[src/rtl/vga_timing_gen.sv]
// Parametrised VGA raster timing generator: sync, data-enable, coordinates, strobes and frame count.
// Define VGA_TEST_PATTERN_EN to drive an 8-bar colour test pattern on rrggbb; otherwise rrggbb is 0.
`timescale 1ns/1ps
module vga_timing_gen #(
  parameter int H_ACTIVE = 640,
  parameter int H_FRONT  = 16,
  parameter int H_SYNC   = 96,
  parameter int H_BACK   = 48,
  parameter int V_ACTIVE = 480,
  parameter int V_FRONT  = 10,
  parameter int V_SYNC   = 2,
  parameter int V_BACK   = 33,
  parameter int H_POL    = 0,
  parameter int V_POL    = 0,
  parameter int CLK_DIV  = 1,
  parameter int FRAME_W  = 8,
  localparam int H_TOTAL = H_ACTIVE + H_FRONT + H_SYNC + H_BACK,
  localparam int V_TOTAL = V_ACTIVE + V_FRONT + V_SYNC + V_BACK,
  localparam int XW      = $clog2(H_TOTAL),
  localparam int YW      = $clog2(V_TOTAL)
) (
  input  logic               clk,
  input  logic               rst_n,
  input  logic               ena,
  output logic               hsync,
  output logic               vsync,
  output logic               de,
  output logic [XW-1:0]      x,
  output logic [YW-1:0]      y,
  output logic               line_start,
  output logic               frame_start,
  output logic [FRAME_W-1:0] frame_cnt,
  output logic [5:0]         rrggbb
);

  localparam int PW = (CLK_DIV > 1) ? $clog2(CLK_DIV) : 1;
  localparam logic [PW-1:0] PRE_LAST = PW'(CLK_DIV - 1);

  localparam logic [XW-1:0] H_LAST = XW'(H_TOTAL - 1);
  localparam logic [XW-1:0] H_ACT  = XW'(H_ACTIVE);
  localparam logic [XW-1:0] H_SS   = XW'(H_ACTIVE + H_FRONT);
  localparam logic [XW-1:0] H_SE   = XW'(H_ACTIVE + H_FRONT + H_SYNC);
  localparam logic [YW-1:0] V_LAST = YW'(V_TOTAL - 1);
  localparam logic [YW-1:0] V_ACT  = YW'(V_ACTIVE);
  localparam logic [YW-1:0] V_SS   = YW'(V_ACTIVE + V_FRONT);
  localparam logic [YW-1:0] V_SE   = YW'(V_ACTIVE + V_FRONT + V_SYNC);
  localparam logic HP = (H_POL != 0);
  localparam logic VP = (V_POL != 0);

  if (H_ACTIVE < 1 || H_FRONT < 1 || H_SYNC < 1 || H_BACK < 1 ||
      V_ACTIVE < 1 || V_FRONT < 1 || V_SYNC < 1 || V_BACK < 1 ||
      CLK_DIV < 1) begin : g_bad_params
    $error("vga_timing_gen: porch, sync, active and CLK_DIV parameters must all be >= 1");
  end

  logic [PW-1:0]      prescaler;
  logic [XW-1:0]      h_cnt;
  logic [YW-1:0]      v_cnt;
  logic [FRAME_W-1:0] frame_acc;

  logic tick;
  logic h_last;
  logic v_last;
  logic de_nx;
  logic hs_nx;
  logic vs_nx;

  always_comb begin
    tick   = ena && (prescaler == PRE_LAST);
    h_last = (h_cnt == H_LAST);
    v_last = (v_cnt == V_LAST);
    de_nx  = (h_cnt < H_ACT) && (v_cnt < V_ACT);
    hs_nx  = ((h_cnt >= H_SS) && (h_cnt < H_SE)) ? HP : ~HP;
    vs_nx  = ((v_cnt >= V_SS) && (v_cnt < V_SE)) ? VP : ~VP;
  end

  // Outputs are registered from the position before it advances, so the
  // first tick after reset presents (0,0) with both strobes set.
  always_ff @(posedge clk) begin
    if (!rst_n) begin
      prescaler   <= '0;
      h_cnt       <= '0;
      v_cnt       <= '0;
      frame_acc   <= '0;
      hsync       <= ~HP;
      vsync       <= ~VP;
      de          <= 1'b0;
      x           <= '0;
      y           <= '0;
      line_start  <= 1'b0;
      frame_start <= 1'b0;
      frame_cnt   <= '0;
    end else begin
      line_start  <= 1'b0;
      frame_start <= 1'b0;
      if (ena) begin
        prescaler <= tick ? '0 : prescaler + 1'b1;
      end
      if (tick) begin
        hsync       <= hs_nx;
        vsync       <= vs_nx;
        de          <= de_nx;
        x           <= h_cnt;
        y           <= v_cnt;
        line_start  <= (h_cnt == '0);
        frame_start <= (h_cnt == '0) && (v_cnt == '0);
        frame_cnt   <= frame_acc;
        if (h_last) begin
          h_cnt <= '0;
          if (v_last) begin
            v_cnt     <= '0;
            frame_acc <= frame_acc + 1'b1;
          end else begin
            v_cnt <= v_cnt + 1'b1;
          end
        end else begin
          h_cnt <= h_cnt + 1'b1;
        end
      end
    end
  end

`ifdef VGA_TEST_PATTERN_EN
  logic [2:0] bar;

  // Bar index counts how many fixed bar boundaries lie at or left of h_cnt.
  always_comb begin
    bar = '0;
    for (int k = 1; k < 8; k++) begin
      if (h_cnt >= XW'(k * (H_ACTIVE / 8))) begin
        bar = bar + 3'd1;
      end
    end
  end

  always_ff @(posedge clk) begin
    if (!rst_n) begin
      rrggbb <= '0;
    end else if (tick) begin
      rrggbb <= de_nx ? {bar[2], bar[2], bar[1], bar[1], bar[0], bar[0]} : 6'b0;
    end
  end
`else
  assign rrggbb = 6'b0;
`endif

endmodule
[config.mk]
export PLATFORM = sky130hd
export DESIGN_NAME = vga_timing_gen
export DESIGN_NICKNAME = d
export VERILOG_FILES = /design/src/rtl/vga_timing_gen.sv
export SDC_FILE = /design/constraint.sdc
export NUM_CORES = 1
export LEC_CHECK = 0
export CORE_AREA = 2 2 92 94
export DETAILED_ROUTE_END_ITERATION = 10
export DIE_AREA = 0 0 94 96
export GPL_ROUTABILITY_DRIVEN = 0
export PLACE_DENSITY_LB_ADDON = 0.3
export SYNTH_ARGS = -nofsm -noshare
export SYNTH_HDL_FRONTEND = slang
export SYNTH_SLANG_ARGS = --single-unit
[constraint.sdc]
create_clock -name clk -period 3.2 [get_ports clk]
set_clock_uncertainty 0.2 [all_clocks]
set_input_delay 0.64 -clock clk [delete_from_list [all_inputs] [get_ports clk]]
set_output_delay 0.64 -clock clk [all_outputs]
set_load 0.01 [all_outputs]
==> Yosys cells after proc, flatten, opt, wreduce, memory -nomap -nowiden <==
Cells that the tools add are included.
{ "op_classes": {"addsub": 4, "n_reduce_logical": 10, "n_mux": 5, "magnitude_cmp": 6, "eq_ne": 2, "bitwise": 1} }
{ "ops": {"columns": ["op", "n"], "rows": [
  ["10-bit by 1-bit adder with 10-bit output, second input constant", 2],
  ["10-bit equality test, second input constant", 2],
  ["10-bit logical NOT", 2],
  ["10-bit less-than comparator, second input constant", 2],
  ["10-bit by 9-bit less-than comparator with 1-bit output, second input constant", 2],
  ["10-bit 2-to-1 mux", 2],
  ["10-bit greater-or-equal comparator, second input constant", 1],
  ["10-bit by 9-bit greater-or-equal comparator with 1-bit output, second input constant", 1],
  ["8-bit by 1-bit adder with 8-bit output, second input constant", 1],
  ["1-bit logical AND", 5],
  ["2-bit AND reduction", 2],
  ["1-bit 2-to-1 mux", 3],
  ["3-bit AND reduction", 1],
  ["1-bit adder, second input constant", 1],
  ["1-bit NOT", 1]
]} }
{ "word_totals": {"wordCells": 40, "ff_bits": 62, "output_inout_bits": 39} }

==> Logic depth before layout (Yosys ltp) <==
{ "depth": {"ltp_word": 3, "mapped_depth": 7} }

==> Worst setup path before layout <==
No wires, ideal clock.
{ "synth_path": {"path_kind": "input to register", "startpoint": "input ena", "endpoint": "register v_cnt[9]", "cell_stages": 5, "arrival_time_ps": 2027, "slack_ps": 898, "cell_sequence": "nand2b_1 buf_4 or4_4 or4_1 a31oi_1"} }
{ "synth_via": {"elab_chain_len": 2} }
{ "synth_rtl": {"columns": ["element", "line", "rtl"], "rows": [
  ["from (decl)", "24", "input logic ena,"],
  ["1-bit logical AND", "69", "tick = ena && (prescaler == PRE_LAST);"],
  ["2-bit AND reduction (no source line)", null, null],
  ["to (signal assigned)", "114", "v_cnt <= v_cnt + 1'b1;"],
  ["to (decl)", "58", "logic [YW-1:0] v_cnt;"]
]} }
No other way between the ends.
A chain may end at the register's enable or synchronous reset.

==> Worst setup path after layout <==
{ "layout_path": {"startpoint": "register h_cnt[1]", "endpoint": "register v_cnt[9]"} }
{ "layout_via": {"elab_chain_len": 2} }
{ "layout_rtl": {"columns": ["element", "line", "rtl"], "rows": [
  ["from (decl)", "57", "logic [XW-1:0] h_cnt;"],
  ["from (signal assigned)", "117", "h_cnt <= h_cnt + 1'b1;"],
  ["10-bit equality test", "70", "h_last = (h_cnt == H_LAST);"],
  ["2-bit AND reduction (no source line)", null, null]
]} }
No other way between the ends.

==> impl_metrics.json <==
{
  "ctsHtreeMaxLevel": 3,
  "routed-via-count": 2335,
  "setup_viol": 0,
  "grt_pass1_vias": 2170,
  "p_sw_mw": 0.345,
  "synth.largest_area_cell": "dfxtp_1",
  "setup.worst_path.class": "flop to flop",
  "layout_common_cells": "69 x nand2_1, 62 x dfxtp_1, 42 x a21oi_1",
  "drc": 0,
  "synthTopCellsByArea": "dfxtp_1 46%, nand2_1 9.5%, a21oi_1 7.7%, or4_1 2.5%, nand3_1 2.4%",
  "first_pass_iters": 4,
  "first_iter_violations": 98,
  "ys_warn_count": 0,
  "cts_max_path_buffers": 2,
  "synth_cells": 329,
  "cts_buffers": 9,
  "antenna_found_initial": 0,
  "worst_hold_path.endpoint": "frame_cnt[3]",
  "synth_edf_count": 0,
  "layoutNonFillerInstCount": 467,
  "fp-row-count": 33,
  "synth_ff_type": "dfxtp_1",
  "clk_pin_slew_ns": 0.07,
  "synth-async-reset-ratio": 0,
  "ctsResizeCount": 0,
  "cts_root_buffer": "clkbuf_8",
  "worstMarginPinSlew_ns": 0.548,
  "ys_seq_area_frac": 0.457,
  "finalCritPeriodShare": 0.772,
  "outcome": "complete, no violations",
  "cap_violations": 0,
  "r2r.worst_path.cells": 5,
  "finalWirelength_mm": 6.23,
  "r2r-start": "h_cnt[1]",
  "endpoint_kind": "flop",
  "hold_viol_final": 0,
  "final_common_cell": "nand2_1",
  "period_needed_ns": 2.47,
  "drive_above_1_share": 0.0773,
  "min_path_type": "flop to flop",
  "clock_latency_ns": 0.34,
  "timing.slew.headroom": 0.631,
  "grt_overflow_total": 0,
  "finalSetupTns_ns": 0,
  "critPathArrivalTime_ns": 2.54,
  "cts_hold_buf": 0,
  "grt_pass1_wl_mm": 10.3,
  "placed_cells": 451,
  "worstHoldStart": "frame_cnt[3]",
  "post_cts_buffers": 0,
  "slew_viol_final": 0,
  "synth.distinct_cells": 46,
  "nFillCells": 848,
  "area_delta_synth_final_pct": 20.6,
  "track_usage": 0.148,
  "rrSetupSlack_ns": 0.73,
  "dp_hpwl_mm": 4.12,
  "comb_power_share": 0.040,
  "vdd_drop_max_v": 0.000245,
  "diodes": 0,
  "power.internal_mw": 1.20,
  "power.share.switching": 0.224,
  "r2r_end": "v_cnt[9]",
  "synth_top_area_frac": 0.457,
  "num_io_pins": 42,
  "netlist_area_sq_um": 2720,
  "register_area_sq_um": 1240,
  "whs_path_depth": 2,
  "cts.sinks": 62,
  "core_area_sq_um": 8050,
  "power_density_nw_per_um2": 470,
  "wire_per_inst_um": 13.3,
  "cts_tree": "done",
  "avgSynthCellArea_sq_um": 8.26,
  "p_leak_nw": 1.07,
  "detail-route-antenna-nets": 0,
  "initial_core_util": 0.338,
  "multi_input_area_sq_um": 1290,
  "clockPowerShare": 0.451,
  "rsz0062_at_grt": "false",
  "dieArea_sq_um": 9020,
  "ys_seq_elements": 62,
  "layout.nets": 365,
  "io_buffers": 35,
  "dieHeight_um": 96,
  "required_ns": 3.27,
  "grt_max_degree": 44,
  "routed_via_density": 5.00,
  "seqPwrFrac": 0.509,
  "cp_max_fo": 6,
  "fmax_ghz": 0.405,
  "fp.dieW_um": 94,
  "critPathLaunchType": "flop"
}
[through the flow]
| step | util | setup slack (ns) | total power [mW] | cell area [sq um] | hold WS [ns] |
|---|---|---|---|---|---|
| detailed placement | 0.382 | 0.400 | 0.863 | 3080 | 0.248 |
| global route | 0.407 | 0.538 | 1.60 | 3280 | 0.266 |
| CTS | 0.407 | 0.728 | 1.56 | 3280 | 0.258 |
| floorplan | - | 0.898 | 0.843 | 2740 | 0.240 |
| finish | 0.407 | 0.729 | 1.54 | 3280 | 0.253 |
| global placement | 0.382 | 0.437 | 0.863 | 3080 | 0.245 |
[sequential cells by signal (all words and copies together), names as in the netlist]
register	count
frame_cnt	8
prescaler	1
y	10
vsync	1
hsync	1
frame_acc	8
frame_start	1
h_cnt	10
de	1
v_cnt	10
line_start	1
x	10
[logic make-up (layout without fill, tap and decap cells)]
| group | after synthesis | count (layout) | synth area share |
|---|---|---|---|
| AO/OA/AOI/OAI | 65 | 65 | 0.134 |
| buffers and inverters | 36 | 64 | 0.0778 |
| AND/OR/NAND/NOR | 148 | 148 | 0.267 |
| XOR/XNOR | 10 | 10 | 0.0322 |
| adder cells (fa/ha/maj) | 5 | 5 | 0.0230 |
| multiplexers | 2 | 2 | 0.00736 |
| flip-flops | 62 | 62 | 0.457 |
| other | 1 | 6 | 0.00138 |
[worst max-delay path by stage]
stage	start	end	slack, ns	cells after the start
floorplan	ena	v_cnt[9]	0.90	5
global placement	ena	v_cnt[9]	0.44	5
detailed placement	ena	v_cnt[9]	0.40	5
CTS	h_cnt[1]	v_cnt[9]	0.73	5
global route	v_cnt[4]	frame_acc[3]	0.54	4
finish	h_cnt[1]	v_cnt[9]	0.73	5
[synth_stat cells, types with 2 or more instances]
library cell,number
a31oi_1,2
nor2_1,17
xnor2_1,6
or4_1,9
or3_2,2
or3_1,4
and4_1,2
inv_1,7
nor4_1,4
buf_6,2
nand3_1,13
dfxtp_1,62
buf_1,3
buf_12,2
mux2i_1,2
clkbuf_1,12
and2_1,2
a21oi_1,42
nor2b_1,2
buf_2,2
ha_1,5
nand4_1,10
nand2_1,69
nand2b_1,2
buf_4,7
nor3_1,4
xor2_1,4
o21ai_0,6
o31ai_1,8
[power by group through the flow]
stage / logic [mW] / registers (mW) / clock network (mW)
floorplan: 0.0429 / 0.800 / 0
global placement: 0.0613 / 0.801 / 0
detailed placement: 0.0617 / 0.802 / 0
CTS: 0.0620 / 0.784 / 0.713
global route: 0.0683 / 0.784 / 0.751
finish: 0.0613 / 0.784 / 0.696
[metal layers]
layer / vias up / GRT usage / wire [um]
li1: 1188 / - / -
met1: 1092 / 0.179 / 2890
met2: 47 / 0.248 / 3040
met3: 8 / 0.0470 / 215
met4: 0 / 0.0507 / 85
met5: - / 0 / 0
[critical path, stage by stage, from the launching register on]
cell and delay [ns]:
dfxtp_1 0.48, ha_1 0.27, nand4_1 0.18, or4_4 0.59, or4_1 0.51, a31oi_1 0.16
[area by class of cell]
| cell class | instances | share of cell area |
|---|---|---|
| repair buffers | 40 | 0.118 |
| clock inverters | 4 | 0.0137 |
| inverters | 8 | 0.00916 |
| well taps | 105 | 0.0401 |
| flip-flops and latches | 62 | 0.379 |
| clock buffers | 12 | 0.0473 |
| multi-input cells | 236 | 0.393 |
Power figures use the tool's default switching activity.
